## src/rtl/i_cache.sv

```systemverilog
// i_cache: direct-mapped 4-line, 4-word instruction cache with zero-wait hits and a single outstanding line fill.
// reset_n is active-high despite its name.
module i_cache #(
    parameter int WORD_SIZE  = 16,
    parameter int LINE_WORDS = 4,
    parameter int NUM_LINES  = 4
) (
    input  logic                            clk,
    input  logic                            reset_n,
    input  logic                            i_readM,
    input  logic [WORD_SIZE-1:0]            i_address,
    output logic [WORD_SIZE-1:0]            i_data,
    output logic                            i_ready,
    input  logic                            flush,
    output logic                            mem_read,
    output logic [WORD_SIZE-1:0]            mem_address,
    input  logic [WORD_SIZE*LINE_WORDS-1:0] mem_data,
    input  logic                            mem_valid,
    output logic [15:0]                     hit_count,
    output logic [15:0]                     miss_count
);
    localparam int TAG_W = WORD_SIZE - 4;

    typedef enum logic {IDLE, FILL} state_t;

    state_t                            r_state, w_next;
    logic [NUM_LINES-1:0]              r_valid;
    logic [TAG_W-1:0]                  r_tag  [NUM_LINES];
    logic [WORD_SIZE*LINE_WORDS-1:0]   r_line [NUM_LINES];
    logic [WORD_SIZE-1:0]              r_fill_addr;
    logic [1:0]                        w_index, w_offset, w_fill_index;
    logic [TAG_W-1:0]                  w_tag;
    logic                              w_hit, w_miss, w_fill_done;

    assign w_index      = i_address[3:2];
    assign w_offset     = i_address[1:0];
    assign w_tag        = i_address[WORD_SIZE-1:4];
    assign w_fill_index = r_fill_addr[3:2];
    assign w_hit        = i_readM & (r_state == IDLE) & r_valid[w_index] & (r_tag[w_index] == w_tag);
    assign i_ready      = w_hit & ~flush & ~reset_n;
    assign i_data       = r_line[w_index][{w_offset, 4'b0000} +: WORD_SIZE];
    assign mem_read     = (r_state == FILL);
    assign mem_address  = r_fill_addr;

    always_comb begin
        w_next      = r_state;
        w_miss      = 1'b0;
        w_fill_done = 1'b0;
        if (r_state == IDLE) begin
            w_miss = i_readM & ~w_hit & ~flush;
            w_next = w_miss ? FILL : IDLE;
        end else begin
            w_fill_done = mem_valid & ~flush;
            w_next      = (flush | mem_valid) ? IDLE : FILL;
        end
    end

    always_ff @(posedge clk) begin
        if (reset_n) begin
            r_state    <= IDLE;
            r_valid    <= '0;
            hit_count  <= '0;
            miss_count <= '0;
        end else begin
            r_state <= w_next;
            if (flush)
                r_valid <= '0;
            else if (w_fill_done)
                r_valid[w_fill_index] <= 1'b1;
            if (i_ready)
                hit_count <= hit_count + 16'd1;
            if (w_miss)
                miss_count <= miss_count + 16'd1;
        end
    end

    // Tag/data storage and fill address carry no reset; valid bits alone qualify them.
    always_ff @(posedge clk) begin
        if (w_miss)
            r_fill_addr <= {i_address[WORD_SIZE-1:2], 2'b00};
        if (w_fill_done) begin
            r_tag[w_fill_index]  <= r_fill_addr[WORD_SIZE-1:4];
            r_line[w_fill_index] <= mem_data;
        end
    end
endmodule

```

## config.mk

```make
export PLATFORM = sky130hd
export DESIGN_NAME = i_cache
export DESIGN_NICKNAME = d
export VERILOG_FILES = /design/src/rtl/i_cache.sv
export SDC_FILE = /design/constraint.sdc
export NUM_CORES = 1
export LEC_CHECK = 0
export BUFFER_PORTS_ARGS = -buffer_cell sky130_fd_sc_hd__buf_2
export CORE_MARGIN = 10
export CORE_UTILIZATION = 40
export DETAILED_ROUTE_END_ITERATION = 10
export PLACE_DENSITY_LB_ADDON = 0.1
export SLEW_MARGIN = 10
export SYNTH_ARGS = -nofsm -noshare
export SYNTH_HDL_FRONTEND = slang
export SYNTH_SLANG_ARGS = --single-unit
```

## constraint.sdc

```tcl
create_clock -name clk -period 9.1 [get_ports clk]
set_input_delay 1.82 -clock clk [delete_from_list [all_inputs] [get_ports clk]]
set_output_delay 1.82 -clock clk [all_outputs]
set_load 0.01 [all_outputs]
```

### After elaboration in Yosys (flattened, before gate mapping)

Memories as Yosys holds them, arrays and structs flattened.
Cells that the tools add are included.

* add/sub/neg operators: 2
* order comparisons: 3
* equal/unequal tests: 1
* shift operators: 1
* multiplexer cells: 11
* bitwise gates (word level): 14
* reduce and logical (&&, ||, !) cells: 2

Operator list (count)
* indexed part select 64 x 7 -> 16 bit: 1
* adder 16 x 1 -> 16 bit (second input constant): 2
* == test 12 bit: 1
* 2-to-1 mux 1 bit: 9
* AND 1 bit: 8
* less-than comparator 2 x 3 -> 1 bit (second input constant): 2
* NOT 1 bit: 4
* bitwise OR 4 bit: 1
* binary-select mux 1 bit (select 2 bit): 1
* demux 1 bit (select 2 bit): 1
* greater-or-equal comparator 2 x 1 -> 1 bit (second input constant): 1
* OR reduction 2 bit: 1
* logical AND 1 bit: 1
* bitwise OR 1 bit: 1

* bits in registers: 51
* memory bits (writable): 304
* bits of input ports: 85
* output and inout bits: 66
* word-level logic and storage cells: 41
* memories kept: 2

Memory list
* r_line: words 4, bits a word 64, rd ports 1, clocked after Yosys merged registers in 0, wr ports 1, line 29 `logic [WORD_SIZE*LINE_WORDS-1:0] r_line [NUM_LINES];`
* r_tag: words 4, bits a word 12, rd ports 1, clocked after Yosys merged registers in 0, wr ports 1, line 28 `logic [TAG_W-1:0] r_tag [NUM_LINES];`

### Logic depth before layout (Yosys ltp)

Gate-level depths: netlist of run 1.

* word-level depth: 9
* depth in mapped cells: 11
* depth with buffers taken out: 7

### Least setup slack after synthesis of run 1

OpenSTA, ideal clock, no wires.

* kind: in2reg
* from: in flush
* to: mem r_line[1][0] (netlist bit) (enable)
* library setup time: 0.607 ns
* arrival: 7.237 ns
* required time: 8.493 ns
* setup slack: 1.257 ns
* cell stages on the path: 2
* cells stage by stage: nand3b_1 -> nor3_1

* word-level cells in the longest chain between the ends: 5

RTL lines
* start, declared: line 14 `input logic flush,`
* NOT 1 bit: line 53 `w_fill_done = mem_valid & ~flush;`
* AND 1 bit: line 53
* 2-to-1 mux 1 bit: line 49 `if (r_state == IDLE) begin`
* 2-to-1 mux 1 bit: line 81 `if (w_fill_done) begin`
* 2-to-1 mux 1 bit (implied by the code): line 83 `r_line[w_fill_index] <= mem_data;`
* end, declared: line 29

No other way between the ends.

### Final worst setup path of run 1

* from: in i_address[3]
* to: out i_ready

* word-level cells in the longest chain between the ends: 6
* elaborated cells between the ends (all ways): 8
* those cells by class: 1 x eq/ne; 2 x mux; 4 x bitwise; 1 x memory

RTL lines
* start, declared: line 11 `input logic [WORD_SIZE-1:0] i_address,`
* branches (longest 3 deep; another with memory (4 x 12 bit))
* AND 1 bit *: line 39 `assign w_hit = i_readM & (r_state == IDLE) & r_valid[w_index] & (r_tag[w_index] == w_tag);`
* AND 1 bit * (2 in a row): line 40 `assign i_ready = w_hit & ~flush & ~reset_n;`
* end, declared: line 13 `output logic i_ready,`

Mark *: on every way between the ends. The select of a mux whose other input is x is not followed.

==> metrics, run 1 <==
CP arrival 4.66 ns; WHS Endpoint r_valid[0]; Final TNS setup 0 ns; CP Buf/Inv Count 3; die height 207 um; EDFF count, synth 318; first-pass GRT wire length 47300 um; Crit Path Max Fanout 64; Setup CP Type input pin to primary output; Final Skew 0.0131 ns; number of synthesized register bits 355; placer's final routability congestion estimate 0.806; htree depth 2; placed wire-length estimate 19200 um; Synth area leader edfxtp_1; Synth top area share 68.5%; largest net degree at the start of global routing 71; initial antenna violation count 5; CP max stage cell buf_4; Post-CTS Resized 0; max incr delay on CP 0.80 ns; Hold Path Class flip-flop to flip-flop; R2R setup slack 5.67 ns; Worst setup SP type input pin; Synth Warn # 0; Area growth syn-to-layout 17.7%; clock tree from TritonCTS yes; WL met2 15400 um; Vias per Instance 5.30; leakage 5.52 nW; clock root buffer clkbuf_16; clock sink count 355; DRT iter0 DRCs 401; Met3 Wirelength 2150 um; Max transition margin 25.6%; layout cells sized above 1 35.1%; fin crit period 6.48 ns; # setup viols final 0; via count 7149; crit-path cells buf_4 -> buf_4 -> mux4_2 -> xor2_1 -> a2111oi_2 -> and3_1 -> buf_2; status finished clean; die area 42700 um2; hold wc startpoint r_valid[0]; Routed Antenna Nets 0; reg-to-reg endpoint miss_count[0]; Fillers 2921; Synth Flop Type edfxtp_1; Max VDD drop 0.000138 V; RSZ-0062 raised after global routing no; io pins 151; total grt overflow 0; most frequent cell after synthesis edfxtp_1; CP delay by family, top buffers and inverters; number of global-route vias before repair 7990; R2R depth 7; Seq/Total Area, Yosys 73.8%; clock buffer depth 3; required time of the critical path 7.28 ns; FFs w/ async S/R, synth 0%; synth cell count leaders 318 x edfxtp_1, 85 x mux4_2, 37 x dfxtp_1, 22 x nor2_1, 18 x mux2i_1; CTS buffer count 39; Area contributors post-synth edfxtp_1 69%, mux4_2 14%, dfxtp_1 5.3%; max-cap viol count 0; Layout Nets 954; Port Buffers 148; Post-CTS Hold Buffers 0; Reg clk slew, reported paths 0.06 ns; Die X 207 um; met1 WL 12700 um; Top Layer Used met5; Setup crit end kind primary output; number of distinct library cells after synthesis 49; Core Rows 68; cells after synthesis 702; Critical Path Most Common Cell buf_4; fmax 0.154 GHz; total power 3.45 mW; WHS Path Cells 1; worst-skew pair later-pin latency 0.52 ns; pwr dens 210 nW/um2; fin crit share 71.2%; Starting Density 40.4%; Critical R2R Launch r_tag[2][10]; Synth Cell Area 13900 um2; gr usage total 14.6%; DRC 0; Setup Buffers After CTS 0; fin. max-slew vios 0; Fin. Hold Viols 0; wire per inst 22.9 um; Syn Area/Cell 19.9 um2; routed wire length 30900 um; Worst Tran Pin Value 1.12 ns; TritonRoute pass-1 iters 7; core area 34500 um2
cells in the final DEF, fill, tap and decap left out, drive strengths merged, types with 3 or more instances in the layout:
cell type,Yosys,routed
o31ai,9,9
nor2,22,22
buf,24,154
or4,11,11
nor3,10,10
dfxtp,37,37
xor2,16,16
bufinv,0,3
nand2,14,14
clkinv,0,14
nand4,10,10
mux2i,18,18
nor2b,10,10
clkbuf,7,48
o21a,4,4
nor3b,4,4
or3,7,7
mux4,85,85
a21oi,17,17
xnor2,7,7
o21ai,7,7
mux2,12,12
inv,6,6
clkinvlp,0,3
nand3,18,18
edfxtp,318,318
and3,8,8
power by group:
group,switching (mW),internal [mW]
sequential,0.00568,1.78
clock,0.598,0.903
combinational,0.0871,0.0715
total,0.691,2.76
routing by layer:
layer,up-vias,GRT usage (%)
met5,-,0
met4,8,3.70
met3,49,4.39
met2,173,24.6
met1,3699,18.1
li1,3220,-
worst max path at each step:
stage	startpoint	end	slack, ns	cells after the start
floorplan	flush	r_line[1][0]	1.26	2
global placement	i_address[2]	i_data[6]	2.67	5
detailed placement	i_address[3]	i_ready	2.59	7
CTS	i_address[3]	i_ready	2.60	7
global route	i_address[3]	i_ready	2.38	7
finish	i_address[3]	i_ready	2.62	7
area by class of cell:
type	instances	area (um2)	share of cell area [%]
antenna	1	2.50	0.0153
clock buffer	48	1050	6.41
clock inverter	20	174	1.06
inverter	6	22.5	0.137
multi-input combinational	311	3510	21.4
sequential	355	10300	62.7
tap	455	569	3.47
timing repair buffer	154	791	4.82
sequential cells by signal, indices dropped and copies added, names as in the netlist:
signal and cells:
hit_count 16, mem_address 14, mem_read 1, miss_count 16, r_tag 48, r_line 256
r_valid 4
stage by stage:
| step | utilization [%] | instances | instance area [um2] | worst slack, ns | hold slack, ns |
|---|---|---|---|---|---|
| after floorplan | - | 703 | 13900 | 1.26 | 0.435 |
| after global placement | 44.1 | 1281 | 15200 | 2.67 | 0.446 |
| after detailed placement | 44.1 | 1281 | 15200 | 2.59 | 0.467 |
| after CTS | 47.6 | 1349 | 16400 | 2.60 | 0.481 |
| after global routing | 47.6 | 1350 | 16400 | 2.38 | 0.505 |
| final | 47.6 | 1350 | 16400 | 2.62 | 0.475 |
cells by family (layout without fill, tap and decap cells):
logic type	count (synthesis)	after routing	share of synthesized area, %
AO/OA/AOI/OAI	45	45	2.25
XOR/XNOR	23	23	1.45
adder cells (fa/ha/maj)	2	2	0.180
buffers and inverters	37	228	1.17
flip-flops	355	355	73.8
multiplexers	115	115	16.0
other	1	3	0.0269
AND/OR/NAND/NOR	124	124	5.06
Power figures use the tool's default switching activity.
==> run 2: changes to the inputs <==
clock period = 5.3 ns   (was 9.1 ns; I/O delays follow)
==> run 2 against run 1 <==
  * Routed wire length decreased by 2.4%
  * Critical path depth rose by 1
  * Final cell count is 0.30% higher
  * First-iteration DRC count rose by 4.7%
  * Die area did not move
  * Final area is 0.48% higher
  * Hold slack got worse by 0.0063 ns
  * Critical endpoint unchanged
==> metrics, run 2 (synthesis results as in run 1) <==
status finished clean (unchanged); Setup CP Type input pin to primary output (unchanged); number of global-route vias before repair 7849 (was 7990); R2R depth 8 (was 7); clock tree from TritonCTS yes (unchanged); DP Cell Count 1285 (was 1281); worst-skew pair later-pin latency 0.52 ns (about the same); fmax 0.221 GHz; WHS Path Cells 1 (unchanged); first-pass GRT wire length 46500 um (was 47300 um); Port Buffers 148 (unchanged); Regs by FF count r_line x256, r_tag x48 (unchanged); placer's final routability congestion estimate 0.790 (was 0.806); Reg clk slew, reported paths 0.06 ns (about the same); Met3 Wirelength 2200 um (was 2150 um); Vias per Instance 5.29 (was 5.30); io pins 151 (unchanged); Final Skew 0.0114 ns (was 0.0131 ns); WL met2 15000 um (was 15400 um); Worst setup SP type input pin (unchanged); CTS buffer count 38 (was 39); DRC 0 (unchanged); pwr dens 357 nW/um2 (was 210 nW/um2); Critical R2R Launch r_tag[3][10] (was r_tag[2][10]); commonest cells after routing, fill and taps aside 318 x edfxtp_1, 146 x buf_2, 85 x mux4_2 (unchanged); core area 34500 um2 (unchanged); via count 7167 (was 7149); placed wire-length estimate 18900 um (was 19200 um); gr usage total 14.3% (was 14.6%); met1 WL 12400 um (was 12700 um); clock sink count 355 (unchanged); die height 207 um (unchanged); Post-CTS Resized 0 (unchanged); Core Rows 68 (unchanged); max reg flops 256 (unchanged); Layout Nets 957 (was 954); htree depth 2 (unchanged); R2R setup slack 2.17 ns (was 5.67 ns); total grt overflow 0 (unchanged); Largest Register r_line (unchanged); Max transition margin 26.0% (was 25.6%); fin crit period 4.52 ns; Worst Tran Pin Value 1.10 ns (was 1.12 ns); clock root buffer clkbuf_16 (unchanged); Die X 207 um (unchanged); initial antenna violation count 6 (was 5); DRT iter0 DRCs 420 (was 401); Routed Antenna Nets 0 (unchanged); clock buffer depth 3 (unchanged); routed wire length 30100 um (was 30900 um); fin. max-slew vios 0 (unchanged); largest net degree at the start of global routing 78 (was 71); max-cap viol count 0 (unchanged); CP arrival 3.46 ns (was 4.66 ns); Top Layer Used met5 (unchanged); Setup Buffers After CTS 0 (unchanged); RSZ-0062 raised after global routing no (unchanged); final non-filler cell total 1354 (was 1350); leading cell type in the layout, fill and taps excluded edfxtp_1 (unchanged); Fin. Hold Viols 0 (unchanged); Area growth syn-to-layout 18.3% (was 17.7%); Post-CTS Hold Buffers 0 (unchanged); fin crit share 85.3%; Hold Path Class flip-flop to flip-flop (unchanged); hold wc startpoint r_valid[2] (was r_valid[0]); Max VDD drop 0.000257 V (was 0.000138 V); wire per inst 22.3 um (was 22.9 um); reg-to-reg endpoint miss_count[0] (unchanged); layout cells sized above 1 35.6% (was 35.1%); WHS Endpoint r_valid[2] (was r_valid[0]); die area 42700 um2 (unchanged); Util after Layout 47.8% (was 47.6%); Crit Path Max Fanout 39 (was 64); TritonRoute pass-1 iters 4 (was 7); leakage 5.54 nW (was 5.52 nW); # setup viols final 0 (unchanged); required time of the critical path 4.24 ns (was 7.28 ns); Setup crit end kind primary output (unchanged); Starting Density 40.4% (unchanged)
[run 2: cell types whose count changed in the layout (fill, tap and decap cells not counted)]
cell	delta
clkinv_8	+2
clkbuf_1	-4
clkinv_1	+2
buf_12	+4
clkinvlp_4	+1
clkinv_2	-2
clkbuf_16	-2
clkinv_4	+3
[run 2: stage by stage]
stage	setup TNS, ns	total power, mW	cell area [um2]	hold WS [ns]	setup slack (ns)
after floorplan	-547.94	3.29	13900	0.435	-1.78
after global placement	0	3.40	15300	0.442	0.695
after detailed placement	0	3.41	15300	0.455	0.704
after CTS	0	5.97	16500	0.470	0.689
after global routing	0	6.12	16500	0.491	0.594
final	0	5.89	16500	0.469	0.780
[run 2: layout make-up]
type / count / area (um2)
antenna: 1 / 2.50
clock inverter: 26 / 238
inverter: 6 / 22.5
sequential: 355 / 10300
multi-input combinational: 311 / 3510
clock buffer: 42 / 987
fill: 2877 / 18000
timing repair buffer: 158 / 871
tap: 455 / 569
[run 2: worst max path at each step]
stage	cells after the start	slack, ns	to	from
3_3_place_gp	8	0.70	i_ready	i_address[2]
5_1_grt	5	0.59	i_data[9]	i_address[2]
6_report	8	0.78	i_ready	i_address[2]
3_5_place_dp	8	0.70	i_ready	i_address[2]
2_1_floorplan	2	-1.78	r_line[1][0]	flush
4_1_cts	8	0.69	i_ready	i_address[2]
[run 2: layer usage]
layer  GRT usage, %  vias up
met1           17.9     3705
met3           4.53       45
met4           3.65       10
met5              0        -
met2           23.6      178
li1               -     3229
[run 2: worst max-delay path, cell delays in order]
cell,delay (ns)
buf_4,0.51
mux4_2,0.62
xnor2_1,0.26
nand4_1,0.19
a2111oi_2,0.28
buf_4,0.21
and3_1,0.17
buf_2,0.14
[run 2: power by group]
group | switching, mW | leakage (nW) | internal (mW)
registers | 0.00950 | 3.16 | 3.06
logic | 0.146 | 1.79 | 0.124
clock network | 1.05 | 0.587 | 1.50
